`src/rtl/ctrl_pkg.sv`:
```
// Shared types and defaults for the sum-of-integers controller.
// The FSM state type and the default accumulator width live here so the top and datapath agree.
package ctrl_pkg;

  localparam int ACC_W_DEF = 32;

  typedef enum logic [1:0] {
    IDLE = 2'd0,
    RUN  = 2'd1,
    DONE = 2'd2
  } state_t;

endpackage

```
`src/rtl/acc_datapath.sv`:
```
// Counter/adder datapath: cnt steps 1,2,3,... while acc accumulates it.
// last flags that the term currently in cnt is the final one (cnt == N).
module acc_datapath
  import ctrl_pkg::*;
#(
  parameter int N     = 10,
  parameter int ACC_W = ACC_W_DEF
) (
  input  logic             clk,
  input  logic             rstn,
  input  logic             clr,
  input  logic             en,
  output logic [ACC_W-1:0] acc,
  output logic             last
);

  logic [ACC_W-1:0] cnt;

  // clr primes the first term; en performs one add-and-advance step
  always_ff @(posedge clk or posedge rstn) begin
    if (rstn) begin
      acc <= '0;
      cnt <= '0;
    end else if (clr) begin
      acc <= '0;
      cnt <= ACC_W'(1);
    end else if (en) begin
      acc <= acc + cnt;
      cnt <= cnt + ACC_W'(1);
    end
  end

  assign last = (cnt == ACC_W'(N));

endmodule

```
`src/rtl/ctrl_top.sv`:
```
// Controller that sums 1..N into acc_o on a start request and then raises done_o.
// The FSM here sequences the acc_datapath through clear, N add steps, and a done hold.
module ctrl_top
  import ctrl_pkg::*;
#(
  parameter int N     = 10,
  parameter int ACC_W = ACC_W_DEF
) (
  input  logic             clk,
  input  logic             rstn,
  input  logic             start_i,
  output logic             done_o,
  output logic [ACC_W-1:0] acc_o
);

  state_t state;
  state_t state_next;
  logic   clr;
  logic   en;
  logic   last;

  // done_o is registered from the next state so it tracks DONE without decode glitches
  always_ff @(posedge clk or posedge rstn) begin
    if (rstn) begin
      state  <= IDLE;
      done_o <= 1'b0;
    end else begin
      state  <= state_next;
      done_o <= (state_next == DONE);
    end
  end

  always_comb begin
    state_next = state;
    clr        = 1'b0;
    en         = 1'b0;
    case (state)
      IDLE: begin
        if (start_i) begin
          clr        = 1'b1;
          state_next = RUN;
        end
      end
      RUN: begin
        en = 1'b1;
        if (last) state_next = DONE;
      end
      DONE: begin
        if (!start_i) state_next = IDLE;
      end
      default: state_next = IDLE;
    endcase
  end

  acc_datapath #(
    .N     (N),
    .ACC_W (ACC_W)
  ) u_datapath (
    .clk  (clk),
    .rstn (rstn),
    .clr  (clr),
    .en   (en),
    .acc  (acc_o),
    .last (last)
  );

endmodule

```
`config.mk`:
```
export PLATFORM = sky130hd
export DESIGN_NAME = ctrl_top
export DESIGN_NICKNAME = d
export VERILOG_FILES = /design/src/rtl/ctrl_pkg.sv /design/src/rtl/acc_datapath.sv /design/src/rtl/ctrl_top.sv
export SDC_FILE = /design/constraint.sdc
export NUM_CORES = 1
export LEC_CHECK = 0
export CORE_MARGIN = 2
export CORE_UTILIZATION = 50
export DETAILED_ROUTE_END_ITERATION = 10
export GPL_TIMING_DRIVEN = 1
export PLACE_DENSITY = 0.7
export SLEW_MARGIN = 20
export SYNTH_ARGS = -nofsm -noshare
export SYNTH_HDL_FRONTEND = slang
export SYNTH_SLANG_ARGS = --single-unit
export TNS_END_PERCENT = 1
```
`constraint.sdc`:
```
create_clock -name clk -period 3.2 [get_ports clk]
set_input_delay 0.64 -clock clk [delete_from_list [all_inputs] [get_ports clk]]
set_output_delay 0.64 -clock clk [all_outputs]
set_load 0.005 [all_outputs]
```
==> flow_summary.toml <==
[global_routing]
grt_pass1_wl_um = 18400
grt_pass1_vias = 3762
grt_max_degree = 42
antenna_found_initial = 0
overflow = 0
grt_use_total_pct = 23.3

[yosys]
synthFlopType = "dfrtp_1"
synth_most_common_cell = "nand2_1"
yosysTopAreaCellShare_pct = 37.0
syn_inst = 515
avgSynthCellArea_sq_um = 8.79
synthMuxAreaShare_pct = 1.80
yosys-top-cells-count = "72 x nand2_1, 67 x dfrtp_1, 62 x o21ai_0, 35 x nand3_1, 33 x ha_1"
yosys.area.top_type = "dfrtp_1"
synth_top_family_by_area = "compound AO/OA/AOI/OAI gates"
mappedNetlistArea_sq_mm = 0.00453
ys_top_cells_by_area = "dfrtp_1 37%, ha_1 9.1%, o21ai_0 6.9%, nand2_1 6.0%, nand3_1 3.9%"
synth.net_count = 552
synth_cell_types = 61
synthAdderAreaFrac_pct = 9.57
synth-edff-count = 0
synth-compound-area-share_pct = 24.4
async_flop_share_pct = 100
synth_xor_area_share_pct = 4.26
synth-simple-area-share_pct = 20.1
synth_warnings = 0
ys_seq_area_share_pct = 37.0
ys_ff_latch = 67

[floorplanning]
row_count = 34
core_area_sq_mm = 0.00876
dieArea_sq_mm = 0.00983
start_util_pct = 51.6
dieHeight_um = 99.1
num_io_pins = 36
die_w_um = 99.1

[sta]
finalSetupViolCount = 0
finClkSkew_ps = 11.4
setup_ws_ps = 194
finalCriticalPeriod_ps = 3010
tns_ps = 0
max_freq_ghz = 0.333
rsz0062_at_grt = "false"
slew_headroom_pct = 37.9
tightest_slew_ps = 930
final_max_slew_viol_count = 0
post-route-period-util_pct = 94.0
hold_viol = 0

[clock_tree]
cts_root_buffer = "clkbuf_8"
clkLatencyLatePin_ps = 360
cts_sinks = 67
cts.path.max_buffers = 2
path_clk_slew_ps = 80
tritoncts.num_buffers = 9
postCtsHoldBufs = 0
cts_max_level = 3
cts_tree = "done"

[pwr]
finalPower_w = 0.00367
p_per_area_mw_per_mm2 = 708
leakage_nw = 2.30
switching_share_pct = 40.5
p_comb_share_pct = 47.2
peakVddDrop_mv = 0.320
intPower_w = 0.00219
clkPwrFrac_pct = 18.3
power_frac_seq_pct = 34.5
power.switching_w = 0.00149

[routing]
drc_errors = 0
drt-pass1-iter-count = 4
ant_nets = 0
vias = 3967
wl_per_cell_um = 16.4
viasPerCell = 5.99
drt_iter0_markers = 220
drt-total-wl_um = 10900

[setup_path]
r2r_end = "u_datapath.acc[20]"
critical_path.startpoint_type = "flip-flop"
crit_fanout = 6
critPathKind = "reg2reg"
crit_path_end_kind = "flip-flop"
required_ps = 3490
regToRegStartpoint = "u_datapath.cnt[0]"
arrival_ps = 3300
r2r_cells = 10
r2r_slack_ps = 190

[finish]
antenna_cells = 0
nFillCells = 785
syn_to_final_growth_pct = 14.6
drive_above_1_share_pct = 6.14
finalNetCount = 586

[run_status]
status = "completed"

[hold_path]
min_delay_path_depth = 2
hp-start = "u_datapath.acc[8]"
hp-class = "reg2reg"
hold_path_end = "u_datapath.acc[8]"

[placement]
hpwl_um = 7620
io_buffers = 35
place_ws_ps = 154
place.gp.congestion = 0.885

[flow_run]
cap_violations = 0
## logic make-up (layout without fill, tap and decap cells)
| logic type | count (synthesis) | in the layout |
|---|---|---|
| AOI/OAI and AO/OA | 166 | 166 |
| xor gates and xnor gates | 22 | 22 |
| adders and majority gates | 34 | 34 |
| buffers and inverters | 33 | 72 |
| DFF | 67 | 67 |
| muxes | 8 | 8 |
| and+or+nand+nor | 185 | 185 |
## critical path, cell delays in order, from the launching register on
cell	delay (ps)
dfrtp_1	450
ha_1	250
fa_1	410
a21o_1	180
a21o_4	230
a211oi_4	320
o41ai_4	140
a31oi_4	310
o21ai_1	130
or4_1	420
nand3_1	100
## layer usage
| metal | vias up | routed length, um | global-route usage [%] |
|---|---|---|---|
| met5 | - | 0 | 0 |
| met4 | 0 | 158 | 8.85 |
| met3 | 13 | 394 | 3.79 |
| met2 | 71 | 4890 | 34.7 |
| met1 | 1899 | 5440 | 34.3 |
| li1 | 1984 | - | - |
## final cells by class
type / count / area [sq um] / area share [%]
Timing Repair Buffer: 42 / 415 / 8.01
Clock inverter: 4 / 25.0 / 0.482
Tap cell: 108 / 135 / 2.60
Multi-Input combinational cell: 415 / 2730 / 52.6
Clock buffer: 12 / 155 / 2.99
Sequential cell: 67 / 1680 / 32.3
Inverter: 14 / 52.6 / 1.01
## through the flow
stage / instances / hold slack (ps) / instance area [sq um] / util [%]
final: 662 / 521 / 5190 / 59.2
after global routing: 662 / 563 / 5190 / 59.2
after CTS: 661 / 526 / 5180 / 59.1
after detailed placement: 645 / 509 / 5000 / 57.1
after global placement: 645 / 500 / 5000 / 57.1
after floorplan: 515 / 491 / 4530 / -
## layout by cell type, fill, tap and decap left out, types with 14 or more instances in the layout
| cell | instances |
|---|---|
| nor2_1 | 18 |
| nand4_1 | 17 |
| o21ai_0 | 61 |
| nand2_1 | 72 |
| ha_1 | 33 |
| nand3_1 | 35 |
| clkdlybuf4s50_1 | 35 |
| a21oi_1 | 27 |
| xnor2_1 | 14 |
| dfrtp_1 | 67 |
## sequential cells by signal (all words and copies together), names as in the netlist
signal / cells
done_o: 1
state: 2
u_datapath.cnt: 32
u_datapath.acc: 32
## power by group through the flow
| stage | Clock [W] | Sequential, W | Combinational, W |
|---|---|---|---|
| 2_1_floorplan | 0 | 0.00125 | 0.00117 |
| 3_3_place_gp | 0 | 0.00127 | 0.00170 |
| 3_5_place_dp | 0 | 0.00128 | 0.00173 |
| 4_1_cts | 0.000682 | 0.00127 | 0.00174 |
| 5_1_grt | 0.000719 | 0.00131 | 0.00193 |
| 6_report | 0.000671 | 0.00127 | 0.00174 |
## how the worst max path moves through the flow
stage | from | end | slack, ps | depth (start not counted)
finish | u_datapath.cnt[0] | u_datapath.acc[20] | 190 | 10
global route | u_datapath.cnt[0] | u_datapath.acc[22] | 40 | 10
CTS | u_datapath.cnt[0] | u_datapath.acc[20] | 120 | 10
detailed placement | u_datapath.cnt[0] | u_datapath.acc[20] | 150 | 10
global placement | u_datapath.cnt[0] | u_datapath.acc[20] | 220 | 10
floorplan | u_datapath.cnt[0] | u_datapath.acc[20] | 450 | 10
## repair_timing
action,in CTS,in global routing
setup buffers,0,1
setup endpoints to repair,0,2
gates resized for setup,0,1
Power figures use the tool's default switching activity.
==> edit (same flow settings) <==
The output `done_o` loses its register stage (`done_o` becomes a continuous assignment). Comments in the files are not updated.
--- a/src/rtl/ctrl_top.sv
+++ b/src/rtl/ctrl_top.sv
@@ -24,10 +24,10 @@
     if (rstn) begin
       state  <= IDLE;
-      done_o <= 1'b0;
     end else begin
       state  <= state_next;
-      done_o <= (state_next == DONE);
     end
   end
+
+  assign done_o = (state_next == DONE);
 
   always_comb begin
Function: no difference found for any inputs over 10 cycles, from zero or initial values and one cycle with rstn high; that may be too few to reach the edited logic, so the function may still have changed.
==> edit against the unedited design <==
- synthesized area increased by 0.41%
- clock power increased by 9.2%
- routed wire length increased by 1.9%
- setup slack improved by 27 ps
- largest power group unchanged
- sequential cell count decreased by 1
- critical path type unchanged
- total power increased by 2.8%
- cell area increased by 0.53%
- first-iteration DRC count increased by 9.1%
==> edit: results (changes against the unedited design) <==
| Metric | Value |
|---|---|
| Outcome | `completed` |
| Clk pwr share | `19.4% (+1.1 points)` |
| Leakage | `0.00237 uW (+2.9%)` |
| Starting DRT DRC Count | `240 (+9.1%)` |
| Antenna fix cells | `0 (unchanged)` |
| All-layer global routing usage | `23.2% (-0.10 points)` |
| Max IR drop VDD | `303 uV (-5.1%)` |
| Hold_sp | `u_datapath.acc[18]` |
| WL per Instance | `16.8 um (+1.9%)` |
| First-pass GRT wire length | `18,400 um (+0.26%)` |
| Cell internal pwr | `2270 uW (+3.8%)` |
| Top cells by count, synth | `nand2_1, dfrtp_1, o21ai_0` |
| CP arrival | `3190 ps (-110 ps)` |
| TritonRoute pass-1 iters | `5 (+1)` |
| Worst-margin pin slew | `890 ps (-40.0 ps)` |
| Crit path max fanout | `7 (+1)` |
| CTS Root Cell | `clkbuf_8` |
| Share of cells above drive strength 1 | `5.42% (-0.72 points)` |
| Library cells used by synthesis | `60 (-1.6%)` |
| Routability congestion estimate | `0.901 (+1.9%)` |
| Vias in the first global route | `3,804 (+1.1%)` |
| Sequential area share after synthesis | `36.3% (-0.70 points)` |
| Hold WS | `515 ps (-6.16 ps)` |
| Pin count of the biggest net entering global routing | `41 (-2.4%)` |
| Post-Syn Nets | `552 (unchanged)` |
| Clock Skews | `9.20 ps (-2.18 ps)` |
| DPL Wire Length | `7850 um (+3.0%)` |
| Via density | `6.17 (+3.0%)` |
| Synth area leaders | `dfrtp_1, ha_1, nand2_1` |
| Largest registers | `u_datapath.acc (32), u_datapath.cnt (32), state (2)` |
| Fill cell count | `766 (-2.4%)` |
| Combinational Power Share | `47.4% (+0.2 points)` |
==> edit: routing by layer <==
layer	part of all wire [%]	wire, um	track usage, %	vias up
li1	-	-	-	1992
met1	49	5460	34.9	1962
met2	44	4930	33.8	112
met3	4.5	503	3.02	19
met4	1.8	202	9.48	0
met5	0	0	0	-
==> edit: cell type report <==
type	instances	area share [%]
Clock buffer	14	3.12
Sequential cell	66	31.7
Clock inverter	2	0.672
Multi-Input combinational cell	417	53.2
Timing Repair Buffer	40	7.68
Inverter	15	1.08
Tap cell	108	2.59
==> edit: worst paths after layout <==
path,cells past startpoint,endpoint
max,10,u_datapath.acc[22]
min,2,u_datapath.acc[18]
max reg2reg,10,u_datapath.acc[22]
min reg2reg,2,u_datapath.acc[18]
max in group asynchronous,3,u_datapath.cnt[10]
min in group asynchronous,2,state[1]
==> edit: cell families after synthesis <==
kind of cell | after synthesis | share of synthesized area, %
mux | 9 | 1.98
buf+inv | 32 | 2.70
simple gates | 193 | 21.5
xor+xnor | 22 | 4.24
flops | 66 | 36.3
compound gates | 159 | 23.7
fa+ha+maj | 34 | 9.53
==> edit: critical path: stages, from the launching register on <==
cell and delay (ps):
dfrtp_1 440, ha_1 250, fa_1 410, a21o_1 180, a21o_4 230, a211oi_4 340, o41ai_4 150, a31oi_4 370
o21a_4 230, xor2_1 140, o21ai_0 90
==> edit: metrics by stage <==
step | area, um2 | setup WS [ps] | power, uW | cells
floorplan | 4540 | 588 | 2430 | 515
global placement | 5020 | 323 | 2990 | 646
detailed placement | 5020 | 287 | 3050 | 646
CTS | 5220 | 241 | 3790 | 662
global route | 5220 | 84.1 | 4050 | 662
finish | 5220 | 220 | 3770 | 662
